**config.mk**
```make
export PLATFORM = sky130hd
export DESIGN_NAME = inst_sequencer
export DESIGN_NICKNAME = d
export VERILOG_FILES = /design/src/rtl/seq_pkg.sv /design/src/rtl/inst_sequencer.sv
export SDC_FILE = /design/constraint.sdc
export NUM_CORES = 1
export LEC_CHECK = 0
export ABC_CLOCK_PERIOD_IN_PS = 3190
export CORE_MARGIN = 2
export CORE_UTILIZATION = 48
export CTS_BUF_LIST = sky130_fd_sc_hd__clkbuf_4 sky130_fd_sc_hd__clkbuf_8 sky130_fd_sc_hd__clkbuf_16
export CTS_CLUSTER_DIAMETER = 40
export DETAILED_ROUTE_END_ITERATION = 7
export HOLD_SLACK_MARGIN = 0.02
export MAX_ROUTING_LAYER = met4
export PLACE_DENSITY = 0.95
export SYNTH_ARGS = -nofsm -noshare
export SYNTH_HDL_FRONTEND = slang
export SYNTH_SLANG_ARGS = --single-unit
export TNS_END_PERCENT = 5
```
**constraint.sdc**
```tcl
create_clock -name clk -period 3.19 [get_ports clk]
set_input_delay 0.319 -clock clk [delete_from_list [all_inputs] [get_ports clk]]
set_output_delay 0.319 -clock clk [all_outputs]
set_load 0.03 [all_outputs]
```
**src/rtl/seq_pkg.sv**
```systemverilog
// Shared definitions for the instruction sequencer and the decoder:
// the sequencer state encoding and the 32-bit instruction field layout.
package seq_pkg;

  typedef enum logic [2:0] {
    IDLE   = 3'd0,
    FETCH  = 3'd1,
    DECODE = 3'd2,
    EXEC   = 3'd3,
    WB     = 3'd4,
    DONE   = 3'd5
  } state_e;

  // Instruction layout: [31] mux, [30:25] rd, [24:19] rs, [18:15] op,
  // [14:9] rt, [8:0] imm.
  localparam int MUX_BIT = 31;
  localparam int RD_MSB  = 30;
  localparam int RD_LSB  = 25;
  localparam int RS_MSB  = 24;
  localparam int RS_LSB  = 19;
  localparam int OP_MSB  = 18;
  localparam int OP_LSB  = 15;
  localparam int RT_MSB  = 14;
  localparam int RT_LSB  = 9;
  localparam int IMM_MSB = 8;
  localparam int IMM_LSB = 0;

  // An all-zero op field marks an instruction that never writes a register.
  localparam logic [3:0] OP_NOP = 4'b0000;

  function automatic logic [3:0] op_of(input logic [31:0] inst);
    return inst[OP_MSB:OP_LSB];
  endfunction

endpackage

```
**src/rtl/inst_sequencer.sv**
```systemverilog
// Multi-cycle instruction sequencer: FETCH -> DECODE -> EXEC (ALU_LAT cycles)
// -> WB for each of prog_len instructions, starting at pc 0 on a start pulse.
// Optional build macro SEQ_NOP_SKIP_EN: an acked NOP goes straight from FETCH
// to the pc-advance / termination decision, costing one cycle.
module inst_sequencer
  import seq_pkg::*;
#(
  parameter int PC_W    = 8,
  parameter int ALU_LAT = 1
) (
  input  logic            clk,
  input  logic            reset,
  input  logic            start,
  input  logic [PC_W-1:0] prog_len,
  output logic            imem_req,
  output logic [PC_W-1:0] imem_addr,
  input  logic            imem_ack,
  input  logic [31:0]     imem_data,
  output logic [31:0]     inst_q,
  output logic            exec_en,
  output logic            wb_en,
  output logic [PC_W-1:0] pc,
  output logic            busy,
  output logic            done
);

  localparam logic [3:0] LAT_LAST = 4'(ALU_LAT - 1);

  state_e          state_q, state_d;
  logic [PC_W-1:0] pc_q, pc_d;
  logic [PC_W-1:0] len_q, len_d;
  logic [31:0]     inst_d;
  logic [3:0]      lat_q, lat_d;
  logic            last_w;

  // The last-index compare ends the program before pc could ever wrap.
  assign last_w = (pc_q == len_q - PC_W'(1));

  // State and datapath registers; reset clears everything and beats start.
  always_ff @(posedge clk) begin
    if (reset) begin
      state_q <= IDLE;
      pc_q    <= '0;
      len_q   <= '0;
      inst_q  <= '0;
      lat_q   <= '0;
    end else begin
      state_q <= state_d;
      pc_q    <= pc_d;
      len_q   <= len_d;
      inst_q  <= inst_d;
      lat_q   <= lat_d;
    end
  end

  // Next-state logic; start is only honoured in IDLE, ack only in FETCH.
  always_comb begin
    state_d = state_q;
    pc_d    = pc_q;
    len_d   = len_q;
    inst_d  = inst_q;
    lat_d   = lat_q;
    case (state_q)
      IDLE: begin
        if (start) begin
          len_d   = prog_len;
          pc_d    = '0;
          state_d = (prog_len == '0) ? DONE : FETCH;
        end
      end
      FETCH: begin
        if (imem_ack) begin
          inst_d = imem_data;
`ifdef SEQ_NOP_SKIP_EN
          if (op_of(imem_data) == OP_NOP) begin
            if (last_w) begin
              state_d = DONE;
            end else begin
              pc_d    = pc_q + PC_W'(1);
              state_d = FETCH;
            end
          end else begin
            state_d = DECODE;
          end
`else
          state_d = DECODE;
`endif
        end
      end
      DECODE: begin
        lat_d   = '0;
        state_d = EXEC;
      end
      EXEC: begin
        lat_d = lat_q + 4'd1;
        if (lat_q == LAT_LAST) begin
          state_d = WB;
        end
      end
      WB: begin
        if (last_w) begin
          state_d = DONE;
        end else begin
          pc_d    = pc_q + PC_W'(1);
          state_d = FETCH;
        end
      end
      DONE: begin
        state_d = IDLE;
      end
      default: begin
        state_d = IDLE;
      end
    endcase
  end

  // Outputs decode directly from the registered state.
  always_comb begin
    imem_req  = (state_q == FETCH);
    imem_addr = pc_q;
    exec_en   = (state_q == EXEC);
    wb_en     = (state_q == WB) && (op_of(inst_q) != OP_NOP);
    pc        = pc_q;
    busy      = (state_q != IDLE) && (state_q != DONE);
    done      = (state_q == DONE);
  end

endmodule

```
# After elaboration in Yosys (flattened, before gate mapping)

Cells that the tools add are included.

Logic and storage cells: 42
Output and inout bits: 53
Register bits: 55
Input bits: 44

Muxes and demuxes: 10
Reduce and logical (&&, ||, !) cells: 13
Equality and inequality tests: 11
Add/sub/neg operators: 3

Operator list:

| kind                  | count |
|---|---|
| $mux W8               | 2 |
| $pmux W8 S2           | 1 |
| $mux W3               | 5 |
| $pmux W3 S5           | 1 |
| $add A8 B1 Y8 const B | 1 |
| $eq A8 B8 Y1          | 1 |
| $logic_not A8 Y1      | 1 |
| $pmux W4 S2           | 1 |
| $sub A8 B1 Y8 const B | 1 |
| $eq A3 B2 Y1 const B  | 2 |
| $eq A3 B3 Y1 const B  | 2 |
| $reduce_and A3 Y1     | 2 |
| $add A4 B1 Y4 const B | 1 |
| $logic_not A4 Y1      | 1 |
| $ne A2 B1 Y1 const B  | 2 |
| $ne A2 B2 Y1 const B  | 2 |
| $reduce_and A2 Y1     | 2 |
| $reduce_bool A2 Y1    | 2 |
| $reduce_bool A4 Y1    | 1 |
| $eq A3 B1 Y1 const B  | 1 |
| $logic_not A3 Y1      | 1 |
| $ne A3 B3 Y1 const B  | 1 |
| $reduce_bool A3 Y1    | 1 |
| $logic_and A1 B1 Y1   | 2 |

# Longest topological paths before layout

Depth in word-level cells: 4
Mapped depth: 11
Gate-level depth less buffers: 8

# Least setup slack after synthesis

OpenSTA, ideal clock, no wires.

Kind: reg2reg
Start: reg len_q[0]
End: reg pc_q[3] (netlist: imem_addr[3])
Required time: 3.130 ns
Setup time: 0.060 ns
Clock period less this slack: 2.084 ns
Slack: 1.106 ns
Data arrival time: 2.024 ns
Buffers on the path: 2
Stages on the path, launching flop included: 11
Cell sequence: dfxtp_1 -> buf_2 -> inv_1 -> ha_1 -> clkbuf_2 -> xnor2_1 -> and4_1 -> a41oi_1 -> a21oi_4 -> or4_1 -> nand2_1

Word-level cells in the longest chain between the ends: 4

RTL lines:

| element                     | RTL line             | text |
|---|---|---|
| start: declaration          | inst_sequencer.sv:31 | `logic [PC_W-1:0] len_q, len_d;` |
| start signal: assignment    | inst_sequencer.sv:50 | `len_q <= len_d;` |
| $sub A8 B1 Y8               | inst_sequencer.sv:37 | `assign last_w = (pc_q == len_q - PC_W'(1));` |
| $eq A8 B8 Y1                | inst_sequencer.sv:37 |  |
| $ne A2 B2 Y1 (no line)      | n/a                  |  |
| $reduce_and A3 Y1 (no line) | n/a                  |  |
| end signal: assignment      | inst_sequencer.sv:49 | `pc_q <= pc_d;` |
| end: declaration            | inst_sequencer.sv:30 | `logic [PC_W-1:0] pc_q, pc_d;` |

No other way between the ends.
A chain may end at the register's enable or synchronous reset.

# Worst setup path in the final report

Start: reg state_q[1]
End: out exec_en

Word-level cells in the longest chain between the ends: 1

RTL lines:

| element                  | RTL line              | text |
|---|---|---|
| start: declaration       | inst_sequencer.sv:29  | `state_e state_q, state_d;` |
| start signal: assignment | inst_sequencer.sv:48  | `state_q <= state_d;` |
| $eq A3 B2 Y1             | inst_sequencer.sv:121 | `exec_en = (state_q == EXEC);` |
| end: declaration         | inst_sequencer.sv:20  | `output logic exec_en,` |

No other way between the ends.

==> results.md <==
* Die width at approximately 77 um
* Fillers at about 440
* Clock tree buffer depth at 2
* Critical path's slowest cell: clkdlybuf4s50_1
* Starting Density at 50.27%
* Slew of the pin with the lowest slew margin at 0.9525 ns
* Most common cell in the synthesized netlist: nand2_1
* Detailed placement HPWL at 4.791 mm
* Antenna fix cells at 0
* Setup fix buffers added after clock tree synthesis at 0
* Seq/Total Area, Yosys at 42.62%
* Post-Synthesis Cells at 336
* Cell area power density at 411.2 nW/um^2
* Final setup fails at 0
* Routability cong. at 0.8813
* CTS Hold Bufs at 0
* Leakage at 0.001249 uW
* CTS tree: yes
* Starting DRT DRC Count at 147
* Die area at 5985 sq um
* Largest net degree at the start of global routing at 53
* Unrepaired setup endpoints after global routing: false
* Setup Skew at 0.01174 ns
* Num ports at 97
* 1st-pass router iterations at 4
* Hold_ws at 0.4592 ns
* Top FF cell, synth: dfxtp_1
* Cts repair resizes at 0
* Total Power at 1474 uW
* Via count at 2,588
* Multi-input logic area at 1297 sq um
* Post-synthesis cell type count at 47
* CTS Buf Count at 5
* CP required at ~2.9 ns
* Synth top area share at 42.62%
* Largest area contributor in the synthesized netlist: dfxtp_1
* Initial antenna violation count at 0
* Max-cap violations at 0
* First-pass GRT wire length at 11.45 mm
* Port buffer count at 96
* CP Cell Sequence: nor2b_1 -> nand2_1 -> inv_1 -> clkdlybuf4s50_1
* Final period util at about three quarters
* Hold WC Path Type: reg -> reg
* FF+latch area at 1101 sq um
* Worst path buffer plus inverter count at 2
* Status: finished clean
* Area growth from synthesis to layout at 38.74%
* Slowest stage delay, CP at just under 0.7 ns
* Critical path's top delay family: buffers and inverters
* Worst-path fanout max at 12
* Vias in the first global route at ~2,500
* Post-Syn Area at roughly 2600 sq um
* Clock-pin slew on the worst setup and hold paths at 0.10 ns
* Final hold violations at 0
* Grt ovf at 0
* Dpl cells at between 400 and 500
* EDFF count, synth at 0
* Syn_nets at about 380
* Fraction of registers with async set/reset at 0%
* Final Non-Filler Cells at a little under 500
* CORE AREA at 5140 sq um
* WS Path Type: reg -> out
* Die H at between 70 and 80 um
* Synthesized area per cell at around 7.7 sq um
* FP Rows at 26
* CP endpoint kind: output port
* Pins Over Slew Limit at 0
* DR vias/cell at 5.369
* Commonest cells post-synth: 92 x nand2_1, 56 x a21oi_1, 55 x dfxtp_1
* TritonCTS Sinks at 55
* Detailed Route WL at 6.734 mm
* Minimum clock period at 2.414 ns
* Share of layout cells above drive strength 1 at 3.641%
* Crit path arrival time at 2.09 ns
* H-tree levels at 2
* Relative slew margins at between 30% and 40%
* Fmax at approximately 410 MHz
* Global Route Usage Sum at 24.01%
* Clock Latency Late Sink at 0.32 ns
* YS warnings at 0
* Maximum vdd drop at 0.2685 mV
* ANT nets after route at 0
* Wire length per cell at 13.97 um
* Setup TNS at 0 ns
* Root Buffer: clkbuf_8
* Startpoint types: flip-flop
* Main area contributors after synthesis: dfxtp_1 43%, nand2_1 13%, a21oi_1 11%
* Fin nets at 459
* Synthesized flop and latch total at 55
* Post-layout util at 69.74%
* DRC violation count after routing at 0
per-layer routing:
layer	vias to the layer above	global-route usage, %	share of wire, %
met5	-	-	0
met4	0	7.679	2.3
met3	18	4.884	6.5
met2	112	40.78	49
met1	1185	28.63	42
li1	1273	-	-
flip-flops by register name, summed over array words and instances, names as in the netlist:
signal     cells
inst_q        32
imem_addr      8
len_q          8
lat_q          4
state_q        3
cells by family (layout without fill, tap and decap cells):
| group | count (synthesis) | after routing | share of synthesized area [%] |
|---|---|---|---|
| multiplexers | 1 | 1 | 0.3874 |
| flip-flops | 55 | 55 | 42.62 |
| AND/OR/NAND/NOR | 150 | 150 | 26.68 |
| adder cells (fa/ha/maj) | 4 | 4 | 1.937 |
| XOR/XNOR | 10 | 10 | 3.923 |
| buffers and inverters | 38 | 114 | 7.167 |
| AO/OA/AOI/OAI | 78 | 78 | 17.29 |
tightest hold or removal path: stages, from the launching register on:
cell and delay [ns]:
dfxtp_1 0.32, nand2_1 0.05, a21oi_1 0.05
final timing paths:
| kind | cells after the start | slack (ns) | endpoint | startpoint |
|---|---|---|---|---|
| hold / removal | 2 | 0.46 | inst_q[14] | inst_q[14] |
| setup / recovery | 4 | 0.78 | exec_en | state_q[1] |
| hold reg to reg | 2 | 0.46 | inst_q[14] | inst_q[14] |
| setup reg to reg | 8 | 0.88 | imem_addr[3] | len_q[0] |
stage by stage:
stage	cell area [sq um]	worst slack [ns]
after floorplan	2584	1.106
after global placement	3491	1.029
after detailed placement	3491	0.9421
after CTS	3585	0.7731
after global routing	3585	0.6027
final	3585	0.7764
layout by cell type (no fill, tap or decap), types with 2 or more instances in the layout:
| cell type | n |
|---|---|
| a21oi_1 | 56 |
| and2_1 | 2 |
| and3_1 | 3 |
| buf_4 | 3 |
| clkbuf_8 | 5 |
| clkdlybuf4s50_1 | 95 |
| dfxtp_1 | 55 |
| ha_1 | 4 |
| inv_1 | 7 |
| inv_6 | 2 |
| nand2_1 | 92 |
| nand2b_1 | 5 |
| nand3_1 | 3 |
| nand3b_1 | 3 |
| nand4_1 | 5 |
| nor2_1 | 14 |
| nor2b_1 | 2 |
| nor3_1 | 4 |
| nor4_1 | 3 |
| o211ai_1 | 3 |
| o21ai_0 | 8 |
| or3_1 | 5 |
| or4_1 | 2 |
| xnor2_1 | 6 |
| xor2_1 | 3 |
report_power, final:
group,internal (uW),switching [uW],total [uW]
clock network,161,249,410
registers,718,31.1,749
logic,147,169,316
area by class of cell:
type,instances,area share [%]
Clock inverter,3,0.6981
Tap cell,70,2.443
Clock buffer,5,1.920
Inverter,7,0.7330
Multi-Input combinational cell,243,36.20
Timing Repair Buffer,99,27.29
Sequential cell,55,30.72
No activity file was read; power rests on OpenSTA's default activity.
